**src/rtl/axibram_rd_stream_dev_pkg.sv**
```systemverilog
// Shared constants for the memory-side read device: region decode and the
// layout of internal status word 0.
package axibram_rd_stream_dev_pkg;

   localparam int unsigned DATA_W           = 32;
   localparam int unsigned STATUS0_IDX      = 0;
   localparam int unsigned STATUS0_OVF_BIT  = 31;
   localparam int unsigned STATUS0_FILL_LSB = 0;

   // The top word-address bit selects the stream window over the status window.
   function automatic int unsigned region_bit(input int unsigned address_bits);
      return address_bits - 1;
   endfunction

endpackage

```
**src/rtl/axibram_rd_stream_dev_fifo.sv**
```systemverilog
// Single-clock show-ahead FIFO; the caller guarantees no push when full
// (unless popping the same cycle) and no pop when empty.
module fifo_same_clock #(
   parameter int unsigned DATA_WIDTH = 32,
   parameter int unsigned DATA_DEPTH = 4
) (
   input  logic                  clk,
   input  logic                  rst,
   input  logic                  we,
   input  logic                  re,
   input  logic [DATA_WIDTH-1:0] data_in,
   output logic [DATA_WIDTH-1:0] data_out,
   output logic                  nempty,
   output logic                  full
);

   localparam int unsigned DEPTH = 1 << DATA_DEPTH;

   logic [DATA_WIDTH-1:0] mem [DEPTH];
   logic [DATA_DEPTH:0]   wr_ptr;
   logic [DATA_DEPTH:0]   rd_ptr;

   // Extra pointer bit distinguishes full from empty when the indices match.
   assign nempty   = (wr_ptr != rd_ptr);
   assign full     = (wr_ptr[DATA_DEPTH] != rd_ptr[DATA_DEPTH]) &&
                     (wr_ptr[DATA_DEPTH-1:0] == rd_ptr[DATA_DEPTH-1:0]);
   assign data_out = mem[rd_ptr[DATA_DEPTH-1:0]];

   always_ff @(posedge clk) begin
      if (rst) begin
         wr_ptr <= '0;
         rd_ptr <= '0;
      end else begin
         if (we) wr_ptr <= wr_ptr + (DATA_DEPTH+1)'(1);
         if (re) rd_ptr <= rd_ptr + (DATA_DEPTH+1)'(1);
      end
   end

   always_ff @(posedge clk) begin
      if (we) mem[wr_ptr[DATA_DEPTH-1:0]] <= data_in;
   end

endmodule

```
**src/rtl/axibram_rd_stream_dev.sv**
```systemverilog
// Read-side memory device behind the AXI read bridge: a live status window and
// a streaming window that pops a FIFO fed by a producer without backpressure.
module axibram_rd_stream_dev
   import axibram_rd_stream_dev_pkg::*;
#(
   parameter int unsigned ADDRESS_BITS      = 10,
   parameter int unsigned FIFO_DEPTH_LOG2   = 4,
   parameter int unsigned STATUS_WORDS_LOG2 = 3
) (
   input  logic                                      aclk,
   input  logic                                      rst,
   input  logic [ADDRESS_BITS-1:0]                   pre_araddr,
   input  logic                                      start_burst,
   output logic                                      dev_ready,
   input  logic [ADDRESS_BITS-1:0]                   bram_raddr,
   input  logic                                      bram_ren,
   input  logic                                      bram_regen,
   output logic [31:0]                               bram_rdata,
   input  logic [31:0]                               s_data,
   input  logic                                      s_we,
   input  logic [32*(2**STATUS_WORDS_LOG2)-1:0]      status_in,
   output logic [FIFO_DEPTH_LOG2:0]                  fifo_fill,
   output logic                                      overflow
);

   localparam int unsigned FILL_W  = FIFO_DEPTH_LOG2 + 1;
   localparam int unsigned SEL_BIT = region_bit(ADDRESS_BITS);

   logic                         sel_stream_r;
   logic [DATA_W-1:0]            stage1;
   logic [DATA_W-1:0]            fifo_head;
   logic                         fifo_nempty;
   logic                         fifo_full;
   logic                         pop;
   logic                         push;
   logic                         ovf_event;
   logic                         ovf_clear;
   logic [STATUS_WORDS_LOG2-1:0] status_idx;
   logic [DATA_W-1:0]            status0;
   logic [DATA_W-1:0]            selected;
   logic                         unused_bits;

   // Registered-only path: start_burst depends on this, so no input may feed it.
   assign dev_ready = sel_stream_r ? fifo_nempty : 1'b1;

   assign pop        = bram_ren & sel_stream_r & fifo_nempty;
   assign push       = s_we & (~fifo_full | pop);
   assign ovf_event  = s_we & fifo_full & ~pop;
   assign status_idx = bram_raddr[STATUS_WORDS_LOG2-1:0];
   assign ovf_clear  = bram_ren & ~sel_stream_r &
                       (status_idx == STATUS_WORDS_LOG2'(STATUS0_IDX));

   assign unused_bits = ^{pre_araddr[SEL_BIT-1:0],
                          bram_raddr[ADDRESS_BITS-1:STATUS_WORDS_LOG2],
                          status_in[DATA_W-1:0]};

   always_comb begin
      status0 = '0;
      status0[STATUS0_FILL_LSB +: FILL_W] = fifo_fill;
      status0[STATUS0_OVF_BIT]            = overflow;
   end

   // Stream beats take the FIFO head (0 if popped while empty); status beats index the window.
   always_comb begin
      selected = '0;
      if (sel_stream_r) begin
         if (fifo_nempty) selected = fifo_head;
      end else if (status_idx == STATUS_WORDS_LOG2'(STATUS0_IDX)) begin
         selected = status0;
      end else begin
         selected = status_in[{status_idx, 5'b00000} +: DATA_W];
      end
   end

   fifo_same_clock #(
      .DATA_WIDTH (DATA_W),
      .DATA_DEPTH (FIFO_DEPTH_LOG2)
   ) i_fifo (
      .clk      (aclk),
      .rst      (rst),
      .we       (push),
      .re       (pop),
      .data_in  (s_data),
      .data_out (fifo_head),
      .nempty   (fifo_nempty),
      .full     (fifo_full)
   );

   always_ff @(posedge aclk) begin
      if (rst) begin
         sel_stream_r <= 1'b0;
         stage1       <= '0;
         bram_rdata   <= '0;
         fifo_fill    <= '0;
         overflow     <= 1'b0;
      end else begin
         if (start_burst) sel_stream_r <= pre_araddr[SEL_BIT];
         if (bram_ren)    stage1       <= selected;
         if (bram_regen)  bram_rdata   <= stage1;
         if (push && !pop)      fifo_fill <= fifo_fill + FILL_W'(1);
         else if (pop && !push) fifo_fill <= fifo_fill - FILL_W'(1);
         // A drop in the same cycle as the clearing read keeps the flag set.
         if (ovf_event)      overflow <= 1'b1;
         else if (ovf_clear) overflow <= 1'b0;
      end
   end

endmodule

```
**config.mk**
```make
export PLATFORM = sky130hd
export DESIGN_NAME = axibram_rd_stream_dev
export DESIGN_NICKNAME = d
export VERILOG_FILES = /design/src/rtl/axibram_rd_stream_dev_pkg.sv /design/src/rtl/axibram_rd_stream_dev_fifo.sv /design/src/rtl/axibram_rd_stream_dev.sv
export SDC_FILE = /design/constraint.sdc
export NUM_CORES = 1
export LEC_CHECK = 0
export BUFFER_PORTS_ARGS = -buffer_cell sky130_fd_sc_hd__buf_2
export CAP_MARGIN = 20
export CORE_MARGIN = 2
export CORE_UTILIZATION = 25
export DETAILED_ROUTE_END_ITERATION = 16
export GPL_ROUTABILITY_DRIVEN = 1
export GPL_TIMING_DRIVEN = 0
export SLEW_MARGIN = 25
export SYNTH_ARGS = -nofsm -noshare
export SYNTH_HDL_FRONTEND = slang
export SYNTH_SLANG_ARGS = --single-unit
```
**constraint.sdc**
```tcl
create_clock -name aclk -period 3.9 [get_ports aclk]
set_clock_uncertainty 0.05 [all_clocks]
set_input_delay 0.195 -clock aclk [delete_from_list [all_inputs] [get_ports aclk]]
set_output_delay 0.195 -clock aclk [all_outputs]
set_load 0.05 [all_outputs]
```
==> results of run 1 <==
synth_stat cells, types with 3 or more instances:
| cell | n | area (µm²) |
|---|---|---|
| edfxtp_1 | 512 | 15370 |
| mux4_2 | 154 | 3468 |
| dfxtp_1 | 85 | 1702 |
| nor2_1 | 82 | 307.8 |
| a22oi_1 | 63 | 473.0 |
| a22o_1 | 52 | 455.4 |
| mux2i_1 | 50 | 500.5 |
| clkbuf_1 | 39 | 146.4 |
| nand2_1 | 30 | 112.6 |
| o21ai_0 | 29 | 145.1 |
| mux2_2 | 26 | 292.8 |
| buf_2 | 25 | 125.1 |
| o21ai_2 | 20 | 175.2 |
| nor2b_1 | 18 | 112.6 |
| a21oi_1 | 17 | 85.08 |
| and3_1 | 14 | 87.58 |
| buf_1 | 12 | 45.04 |
| buf_4 | 11 | 82.58 |
| ha_1 | 9 | 112.6 |
| xor2_1 | 7 | 61.31 |
| a2111oi_0 | 6 | 52.55 |
| a211oi_1 | 6 | 45.04 |
| a21o_2 | 6 | 52.55 |
| a31oi_1 | 6 | 37.54 |
| a32oi_1 | 6 | 52.55 |
| xnor2_1 | 6 | 52.55 |
| inv_1 | 5 | 18.77 |
| o21ai_1 | 5 | 25.02 |
| and2_1 | 3 | 18.77 |
| buf_6 | 3 | 33.78 |
| o211ai_1 | 3 | 22.52 |
per-layer routing:
layer  part of all wire [%]  up-vias  GRT usage (%)  routed length (µm)
met3                    6.7      138          3.365                5022
met2                     49      584          25.14               36840
met5                   0.20        -              0                 146
met4                    4.0       22          5.474                2963
li1                       -     6289              -                   -
met1                     40     7469          17.24               29880
through the flow:
step	std cells	setup TNS [ns]	total power, mW
2_1_floorplan	1333	0	7.793
3_3_place_gp	2910	-105.59	8.220
3_5_place_dp	2924	0	8.264
4_1_cts	3067	0	13.76
5_1_grt	3068	0	14.08
6_report	3068	0	13.66
final cells by class:
cell class / count / area (µm²) / area share [%]
antenna: 1 / 2.502 / 0.008283
buffer: 92 / 473.0 / 1.565
clock buffer: 66 / 1439 / 4.763
clock inverter: 37 / 391.6 / 1.296
inverter: 5 / 18.77 / 0.06212
multi-input combinational: 639 / 7044 / 23.32
sequential: 597 / 17080 / 56.52
tap: 1276 / 1597 / 5.285
timing repair buffer: 355 / 2170 / 7.181
registers in the layout, summed over array words and instances, names as in the netlist, named ones only:
register,count
sel_stream_r,1
fifo_fill,5
stage1,32
i_fifo.mem,512
overflow,1
i_fifo.rd_ptr,5
bram_rdata,32
i_fifo.wr_ptr,5
worst register-to-register path: stages, from the launching register on:
cell	delay, ns
dfxtp_1	0.49
xnor2_1	0.17
nand4_4	0.19
o21a_4	0.22
clkbuf_1	0.40
ha_1	0.28
inv_1	0.12
fa_1	0.42
a21o_1	0.20
a21oi_1	0.18
xnor2_1	0.10
or3_1	0.30
a21oi_1	0.13
worst max path at each step:
stage                                 from                 to  slack [ns]  cells past startpoint
after floorplan           i_fifo.wr_ptr[3]   i_fifo.mem[3][0]        0.29                      5
after global placement    i_fifo.wr_ptr[0]  i_fifo.mem[3][18]       -2.56                      4
after detailed placement  i_fifo.wr_ptr[0]       fifo_fill[4]        0.66                     12
after CTS                 i_fifo.wr_ptr[0]       fifo_fill[4]        0.63                     12
after global routing      i_fifo.wr_ptr[0]       fifo_fill[4]        0.36                     12
final                     i_fifo.wr_ptr[0]       fifo_fill[4]        0.60                     12
logic make-up (layout without fill, tap and decap cells):
logic type,Yosys count,after routing,synth area share [%]
multiplexers,231,231,17.42
AND/OR/NAND/NOR,157,157,2.951
XOR/XNOR,16,16,0.6626
AO/OA/AOI/OAI,225,225,6.865
other,0,1,0
adder cells (fa/ha/maj),10,10,0.5402
buffers and inverters,97,555,2.003
flip-flops,597,597,69.56
report_power, final:
| group | leakage (nW) | switching (mW) | total (mW) | internal (mW) |
|---|---|---|---|---|
| Clock | 0.888 | 2.32 | 5.48 | 3.16 |
| Combinational | 4.07 | 0.636 | 1.08 | 0.442 |
| Sequential | 5.32 | 0.0587 | 7.10 | 7.04 |
| Total | 10.3 | 3.02 | 13.7 | 10.6 |
what timing repair did:
item | 4_1_cts | 5_1_grt
hold endpoints to repair | 520 | 0
hold buffers | 40 | 0
endpoints found under the setup margin | 0 | 0
==> flow_metrics.py, run 1 <==
metrics = {
    "min_path": {
        "hp-start": "status_in[57]",
        "min_path_type": "input port to flop",
        "whs_endpoint": "stage1[25]",
        "min_path_cells": 5,
    },
    "sta": {
        "slew_violations": 0,
        "setup_viol": 0,
        "layout_min_cycle_time_ns": 3.298,
        "timing.fmax_mhz": 303.2,
        "holdWs_ns": 0.04729,
        "fin_crit_sh_pct": 84.57,
        "hold_violations": 0,
        "grt_setup_unrepaired": "no",
        "fin_ws_ns": 0.6018,
        "slew_headroom_pct": 37.86,
        "worst_pin_slew_ns": 0.9321,
    },
    "logic_synthesis": {
        "yosysWarnings": 0,
        "synth-seq-cells": 597,
        "syn_area_um2": 24550,
        "synth_nets": 1657,
        "synth_edf_count": 512,
        "netlist_instances": 1333,
        "synth-async-reset-ratio_pct": 0,
        "synth_ff_type": "edfxtp_1",
        "ys_seq_area_share_pct": 69.56,
        "synth.avg_cell_area_um2": 18.42,
        "synth_cell_types": 50,
    },
    "route": {
        "routed_wl_mm": 74.85,
        "vias": 14502,
        "routed_via_density": 4.727,
        "drtPass1Iterations": 5,
        "drcViolationCount": 0,
        "ant_nets": 0,
        "drt_iter0_drc": 1404,
        "wl_per_cell_um": 24.40,
    },
    "cells_and_area": {
        "drive_gt1_share_pct": 37.19,
        "fillCellCount": 9449,
        "fin_nets": 2069,
        "layout_common_cells": "edfxtp_1, buf_2, mux4_2",
        "design_area_um2": 30210,
        "post-route-util_pct": 31.15,
        "area_growth_pct": 23.06,
        "layout_commonest_cell": "edfxtp_1",
    },
    "place": {
        "gp_congestion": 0.8343,
        "port_buffers": 301,
        "place_hpwl_mm": 52.45,
        "placed_area_um2": 27980,
        "dp_slack_ns": 0.6594,
    },
    "run": {
        "maxCapViolations": 0,
    },
    "critical_path": {
        "required_ns": 4.40,
        "regToRegStartpoint": "i_fifo.wr_ptr[0]",
        "rr_worst_depth": 12,
        "cp-start-kind": "flop",
        "path_max_fanout": 10,
        "r2r_slack_ns": 0.60,
        "cp_cell_sequence": "xnor2_1 > nand4_4 > o21a_4 > clkbuf_1 > ha_1 > inv_1 > fa_1 > a21o_1 > a21oi_1 > xnor2_1 > or3_1 > a21oi_1",
        "timing.rr.end": "fifo_fill[4]",
        "arrival_ns": 3.80,
        "crit_path_end_kind": "flop",
        "slowest_delay_ns": 0.49,
        "slowest_stage": "dfxtp_1",
        "crit_type": "flop to flop",
        "crit_family": "compound AO/OA/AOI/OAI gates",
        "critPathBufInv": 2,
    },
    "cts": {
        "clkSinkCount": 597,
        "cts_buffers": 55,
        "cts_root_buf": "clkbuf_16",
        "cts_tree": "done",
        "clkSlewWorstSetupHoldPaths_ns": 0.06,
        "htree_levels": 2,
        "cts_buffer_depth": 3,
        "insertion_delay_ns": 0.63,
        "cts_setup_buffers": 0,
        "cts_resized": 0,
    },
    "global_route": {
        "antenna_found_initial": 15,
        "grt_pass1_wl_mm": 104.8,
        "gr-usage-all-layers_pct": 14.42,
        "overflow": 0,
        "grt_max_degree": 33,
        "grt_pass1_vias": 15114,
    },
    "die": {
        "die-area_um2": 100700,
        "initial_core_util_pct": 25.31,
        "core_um2": 96990,
        "fp-row-count": 114,
        "fp.dieH_um": 317.4,
        "dieWidth_um": 317.4,
        "ioPinCount": 353,
    },
    "power_and_ir_drop": {
        "p_leak_nw": 10.27,
        "power_density_nw_per_um2": 452.1,
        "vdd_drop_max_uv": 333.3,
    },
    "run_status": {
        "status": "finished clean",
    },
}
Power figures use the tool's default switching activity.
==> run 2: changes to the inputs <==
==> constraint.sdc (replaced) <==
create_clock -name aclk -period 3.1 [get_ports aclk]
set_clock_uncertainty 0.05 [all_clocks]
set_input_delay 0.155 -clock aclk [delete_from_list [all_inputs] [get_ports aclk]]
set_output_delay 0.155 -clock aclk [all_outputs]
set_load 0.05 [all_outputs]
==> run 2 against run 1 <==
  * Sequential share of layout area down 0.29 points
  * Worst setup slack worse by 0.40 ns
  * Critical path depth did not move
  * Register-to-register slack got worse by 0.40 ns
==> flow_metrics.py, run 2 (synthesis results as in run 1) <==
metrics = {
    "global_route": {
        "gr-usage-all-layers_pct": 14.00,
        "grt_max_degree": 33,
        "overflow": 0,
        "use_met1_pct": 16.68,
        "grt_pass1_wl_mm": 101.9,
        "grtUsageMet3_pct": 3.046,
        "grt_pass1_vias": 14927,
        "grt.busiest_layer": "met2",
        "antenna_found_initial": 17,
        "use_met2_pct": 24.42,
    },
    "min_path": {
        "min_path_cells": 5,
        "whs_endpoint": "stage1[20]",
        "hp-start": "status_in[52]",
        "min_path_type": "input port to flop",
    },
    "sta": {
        "fin_tns_setup_ns": 0,
        "holdWs_ns": 0.03294,
        "worst_pin_slew_ns": 0.9614,
        "layout_min_cycle_time_ns": 2.894,
        "slew_headroom_pct": 34.25,
        "fin_ws_ns": 0.2057,
        "fin_crit_sh_pct": 93.37,
        "timing.fmax_mhz": 345.5,
        "slew_violations": 0,
        "grt_setup_unrepaired": "no",
        "setup_viol": 0,
        "hold_violations": 0,
    },
    "critical_path": {
        "rr_worst_depth": 12,
        "r2r_slack_ns": 0.21,
        "crit_path_end_kind": "flop",
        "cp-start-kind": "flop",
        "required_ns": 3.59,
        "path_max_fanout": 17,
        "slowest_delay_ns": 0.34,
        "slowest_stage": "o21a_4",
        "arrival_ns": 3.38,
        "timing.rr.end": "fifo_fill[4]",
        "cp_cell_sequence": "buf_6 > xnor2_2 > nand4_4 > o21a_4 > ha_1 > inv_1 > ha_1 > a21o_1 > a21oi_1 > xnor2_1 > or3_1 > a21oi_1",
        "regToRegStartpoint": "i_fifo.wr_ptr[3]",
        "crit_type": "flop to flop",
    },
    "route": {
        "vias": 14435,
        "drt_iter0_drc": 1146,
        "routed_wl_mm": 72.64,
        "routed_via_density": 4.694,
        "drtPass1Iterations": 5,
        "wl_per_cell_um": 23.62,
        "ant_nets": 0,
        "drcViolationCount": 0,
    },
    "run_status": {
        "status": "finished clean",
    },
    "die": {
        "fp-row-count": 114,
        "fp.dieH_um": 317.4,
        "ioPinCount": 353,
        "initial_core_util_pct": 25.31,
        "die-area_um2": 100700,
        "core_um2": 96990,
        "dieWidth_um": 317.4,
    },
    "power_and_ir_drop": {
        "power_density_nw_per_um2": 564.5,
        "power_mw": 17.14,
        "p_leak_nw": 10.33,
        "vdd_drop_max_uv": 371.4,
    },
    "place": {
        "port_buffers": 301,
        "placed_area_um2": 28040,
        "gp_congestion": 0.8771,
        "place_hpwl_mm": 51.65,
        "dp_slack_ns": -0.03971,
    },
    "cells_and_area": {
        "fin_nets": 2079,
        "layout_common_cells": "edfxtp_1, buf_2, mux4_2",
        "largest_reg_flops": 512,
        "design_area_um2": 30370,
        "regArea_um2": 17080,
        "layout_commonest_cell": "edfxtp_1",
        "area_growth_pct": 23.70,
        "drive_gt1_share_pct": 37.27,
        "fillCellCount": 9387,
        "multi_input_area_um2": 7051,
    },
    "cts": {
        "cts_tree": "done",
        "cts_root_buf": "clkbuf_16",
        "insertion_delay_ns": 0.61,
        "clkSlewWorstSetupHoldPaths_ns": 0.07,
        "htree_levels": 2,
        "cts_buffers": 55,
        "clkSinkCount": 597,
        "cts_buffer_depth": 3,
    },
    "run": {
        "maxCapViolations": 0,
    },
}
-- run 2: cell types whose count changed in the layout (fill, tap and decap cells not counted), moves of 3 or more --
| cell | previous run | this run |
|---|---|---|
| dlygate4sd3_1 | 40 | 49 |
| and3_2 | 4 | 9 |
| and3_4 | 9 | 4 |
| buf_4 | 16 | 12 |
| clkbuf_1 | 49 | 46 |
| diode_2 | 1 | 4 |
-- run 2: routing by layer --
metal | wire (µm) | vias to the layer above
li1 | - | 6301
met1 | 28460 | 7344
met2 | 35920 | 622
met3 | 4945 | 148
met4 | 3172 | 20
met5 | 136 | -
-- run 2: how the worst max path moves through the flow --
stage | start | end | slack, ns | depth (start not counted)
after global placement | i_fifo.wr_ptr[0] | i_fifo.mem[7][19] | -1.39 | 4
after detailed placement | i_fifo.wr_ptr[0] | fifo_fill[4] | -0.04 | 11
after global routing | i_fifo.wr_ptr[3] | fifo_fill[4] | 0.004 | 12
after CTS | i_fifo.wr_ptr[0] | fifo_fill[4] | 0.14 | 11
after floorplan | i_fifo.wr_ptr[3] | i_fifo.mem[7][0] | 0.26 | 5
final | i_fifo.wr_ptr[3] | fifo_fill[4] | 0.21 | 12
-- run 2: what timing repair did --
action / CTS / global route
endpoints found under the hold margin: 529 / 0
hold buffers: 49 / 0
gates resized for setup: 0 / 4
endpoints found under the setup margin: 1 / 1
setup buffers: 1 / 0
pin swaps: 1 / 0
-- run 2: layout make-up --
class                      instances  area share (%)
tap                             1276           5.257
multi-input combinational        639           23.22
clock buffer                      63           4.631
antenna                            4         0.03296
timing repair buffer             366           7.713
sequential                       597           56.24
buffer                            91           1.545
inverter                           5         0.06180
clock inverter                    34           1.306
-- run 2: power breakdown --
group          internal, mW  switching, mW  leakage, nW
Combinational         0.562          0.786         4.14
Sequential             8.86         0.0774         5.32
Clock                  3.98           2.88        0.874
Total                  13.4           3.74         10.3
-- run 2: stage by stage --
stage                     util, %  std cells
after floorplan                 -       1333
after global placement      28.52       2910
after detailed placement    28.91       2925
after CTS                   31.28       3071
after global routing        31.31       3074
final                       31.31       3075
-- run 2: critical path, delay by kind of cell, from the launching register on --
kind,cells,cell delay [ns]
AOI/OAI and AO/OA,4,0.84
xor gates and xnor gates,2,0.30
adders and majority gates,2,0.53
buffers and inverters,2,0.28
DFF,1,0.31
and+or+nand+nor,2,0.51
==> run 3: changes to the inputs <==
--- a/config.mk
+++ b/config.mk
@@ -7,7 +7,7 @@
 export LEC_CHECK = 0
 export BUFFER_PORTS_ARGS = -buffer_cell sky130_fd_sc_hd__buf_2
 export CAP_MARGIN = 20
-export CORE_MARGIN = 2
+export CORE_MARGIN = 8
 export CORE_UTILIZATION = 25
 export DETAILED_ROUTE_END_ITERATION = 16
 export GPL_ROUTABILITY_DRIVEN = 1
==> run 3 against run 2 <==
  * Critical path type unchanged
  * Register-to-register slack barely moved
  * Final cell count rose by 1.0%
  * Clock-buffer cell count up 7
==> flow_metrics.py, run 3 (synthesis results as in run 1) <==
metrics = {
    "run_status": {
        "status": "finished clean",
    },
    "critical_path": {
        "slowest_delay_ns": 0.50,
        "slowest_stage": "dfxtp_1",
        "crit_path_end_kind": "flop",
        "rr_worst_depth": 11,
        "r2r_slack_ns": 0.19,
        "crit_family": "compound AO/OA/AOI/OAI gates",
        "path_max_fanout": 9,
        "path_common_cell": "a21oi_1",
        "crit_type": "flop to flop",
        "endpoint": "fifo_fill[4]",
        "cp-start-kind": "flop",
        "critPathBufInv": 1,
        "required_ns": 3.60,
        "timing.rr.end": "fifo_fill[4]",
        "crit_start": "i_fifo.wr_ptr[1]",
        "arrival_ns": 3.40,
        "regToRegStartpoint": "i_fifo.wr_ptr[1]",
        "cp.depth": 11,
        "cp_cell_sequence": "xnor2_2 > nand4_4 > o21ai_4 > ha_1 > inv_1 > fa_1 > a21o_1 > a21oi_1 > xnor2_1 > or3_1 > a21oi_1",
    },
    "sta": {
        "fin_crit_sh_pct": 93.77,
        "grt_setup_unrepaired": "no",
        "slew_violations": 0,
        "layout_min_cycle_time_ns": 2.907,
        "setup_viol": 0,
        "slew_headroom_pct": 38.01,
        "fin_tns_setup_ns": 0,
        "hold_violations": 0,
        "worst_pin_slew_ns": 0.9299,
        "timing.fmax_mhz": 344.0,
    },
    "route": {
        "routed_wl_mm": 71.97,
        "wl_per_cell_um": 23.17,
        "drt_iter0_drc": 1185,
        "routed_via_density": 4.672,
        "drcViolationCount": 0,
        "ant_nets": 0,
        "vias": 14511,
        "drtPass1Iterations": 5,
    },
    "global_route": {
        "grt_max_degree": 33,
        "antenna_found_initial": 7,
        "overflow": 0,
        "gr-usage-all-layers_pct": 12.79,
        "grt_pass1_wl_mm": 103.6,
        "grt_pass1_vias": 15334,
    },
    "cells_and_area": {
        "fin_cells": 3106,
        "fin_nets": 2090,
        "design_area_um2": 30680,
        "layout_common_cells": "edfxtp_1, buf_2, mux4_2",
        "largest_reg_flops": 512,
        "layout_commonest_cell": "edfxtp_1",
        "drive_gt1_share_pct": 37.85,
        "area_growth_pct": 24.98,
    },
    "power_and_ir_drop": {
        "switchingPower_mw": 3.853,
        "swShare_pct": 22.17,
        "comb_power_share_pct": 7.8,
        "power_mw": 17.38,
        "clock_power_share_pct": 40.9,
        "power_density_nw_per_um2": 566.5,
        "p_seq_share_pct": 51.4,
        "p_leak_nw": 10.48,
        "p_int_mw": 13.53,
        "vdd_drop_max_uv": 422.3,
    },
    "place": {
        "port_buffers": 301,
        "gp_congestion": 0.9741,
        "placed_area_um2": 28230,
        "place_hpwl_mm": 53.09,
        "dp.cells": 2943,
    },
    "cts": {
        "cts_root_buf": "clkbuf_16",
        "htree_levels": 2,
        "insertion_delay_ns": 0.62,
        "cts_tree": "done",
        "clkSinkCount": 597,
        "cts_buffer_depth": 3,
        "clkSlewWorstSetupHoldPaths_ns": 0.07,
        "cts_buffers": 59,
    },
    "die": {
        "fp-row-count": 115,
        "ioPinCount": 353,
        "dieWidth_um": 329.4,
        "initial_core_util_pct": 25.09,
        "die-area_um2": 108500,
        "fp.dieH_um": 329.4,
        "core_um2": 97840,
    },
    "run": {
        "maxCapViolations": 0,
    },
    "min_path": {
        "min_path_type": "input port to flop",
    },
}
run 3: worst reg2reg max path: cells and delay by family (launching register included):
family | cells | cell delay [ns]
compound gates | 4 | 0.75
xor+xnor | 2 | 0.27
fa+ha+maj | 2 | 0.66
buf+inv | 1 | 0.11
flops | 1 | 0.50
simple gates | 2 | 0.49
run 3: how the worst min path moves through the flow:
stage / from / to / slack (ns) / cells past startpoint
floorplan: s_data[0] / i_fifo.mem[0][0] / 0.20 / 0
global placement: pre_araddr[9] / sel_stream_r / 0.35 / 3
detailed placement: pre_araddr[9] / sel_stream_r / 0.36 / 3
CTS: bram_ren / stage1[31] / 0.004 / 4
global route: bram_regen / bram_rdata[10] / 0.03 / 3
finish: bram_regen / bram_rdata[10] / 0.03 / 3
run 3: timing repair:
item,in CTS,in global routing
pin swaps,1,0
hold buffers,49,0
gates resized for setup,0,3
endpoints found under the setup margin,1,1
endpoints found under the hold margin,528,0
buffers inserted,1,0
run 3: final cells by class:
class	count	area, µm²
inverter	5	18.77
multi-input combinational	639	7036
antenna	4	10.01
clock inverter	40	415.4
buffer	91	469.2
timing repair buffer	373	2527
tap	1287	1610
sequential	597	17080
clock buffer	70	1518
fill	9507	67160
run 3: metrics by stage:
step | setup slack (ns) | hold slack, ns | utilization (%)
final | 0.1930 | 0.02738 | 31.36
after floorplan | 0.2602 | 0.2039 | -
after detailed placement | -0.06324 | 0.3573 | 28.85
after global placement | -1.509 | 0.3536 | 28.28
after global routing | 0.01397 | 0.02986 | 31.35
after CTS | 0.1489 | 0.004000 | 31.33
run 3: power by group through the flow:
stage	logic [mW]	clock network [mW]	registers, mW
finish	1.35	7.10	8.93
global route	1.46	7.55	8.94
CTS	1.37	7.25	8.93
detailed placement	1.30	0	9.10
global placement	1.25	0	9.10
floorplan	0.632	0	9.17
run 3: metal layers:
metal	global-route usage (%)	wire length [µm]	vias up
li1	-	-	6351
met1	16.04	29180	7453
met2	22.11	35430	604
met3	2.622	5448	101
met4	3.923	1899	2
met5	0	13	-
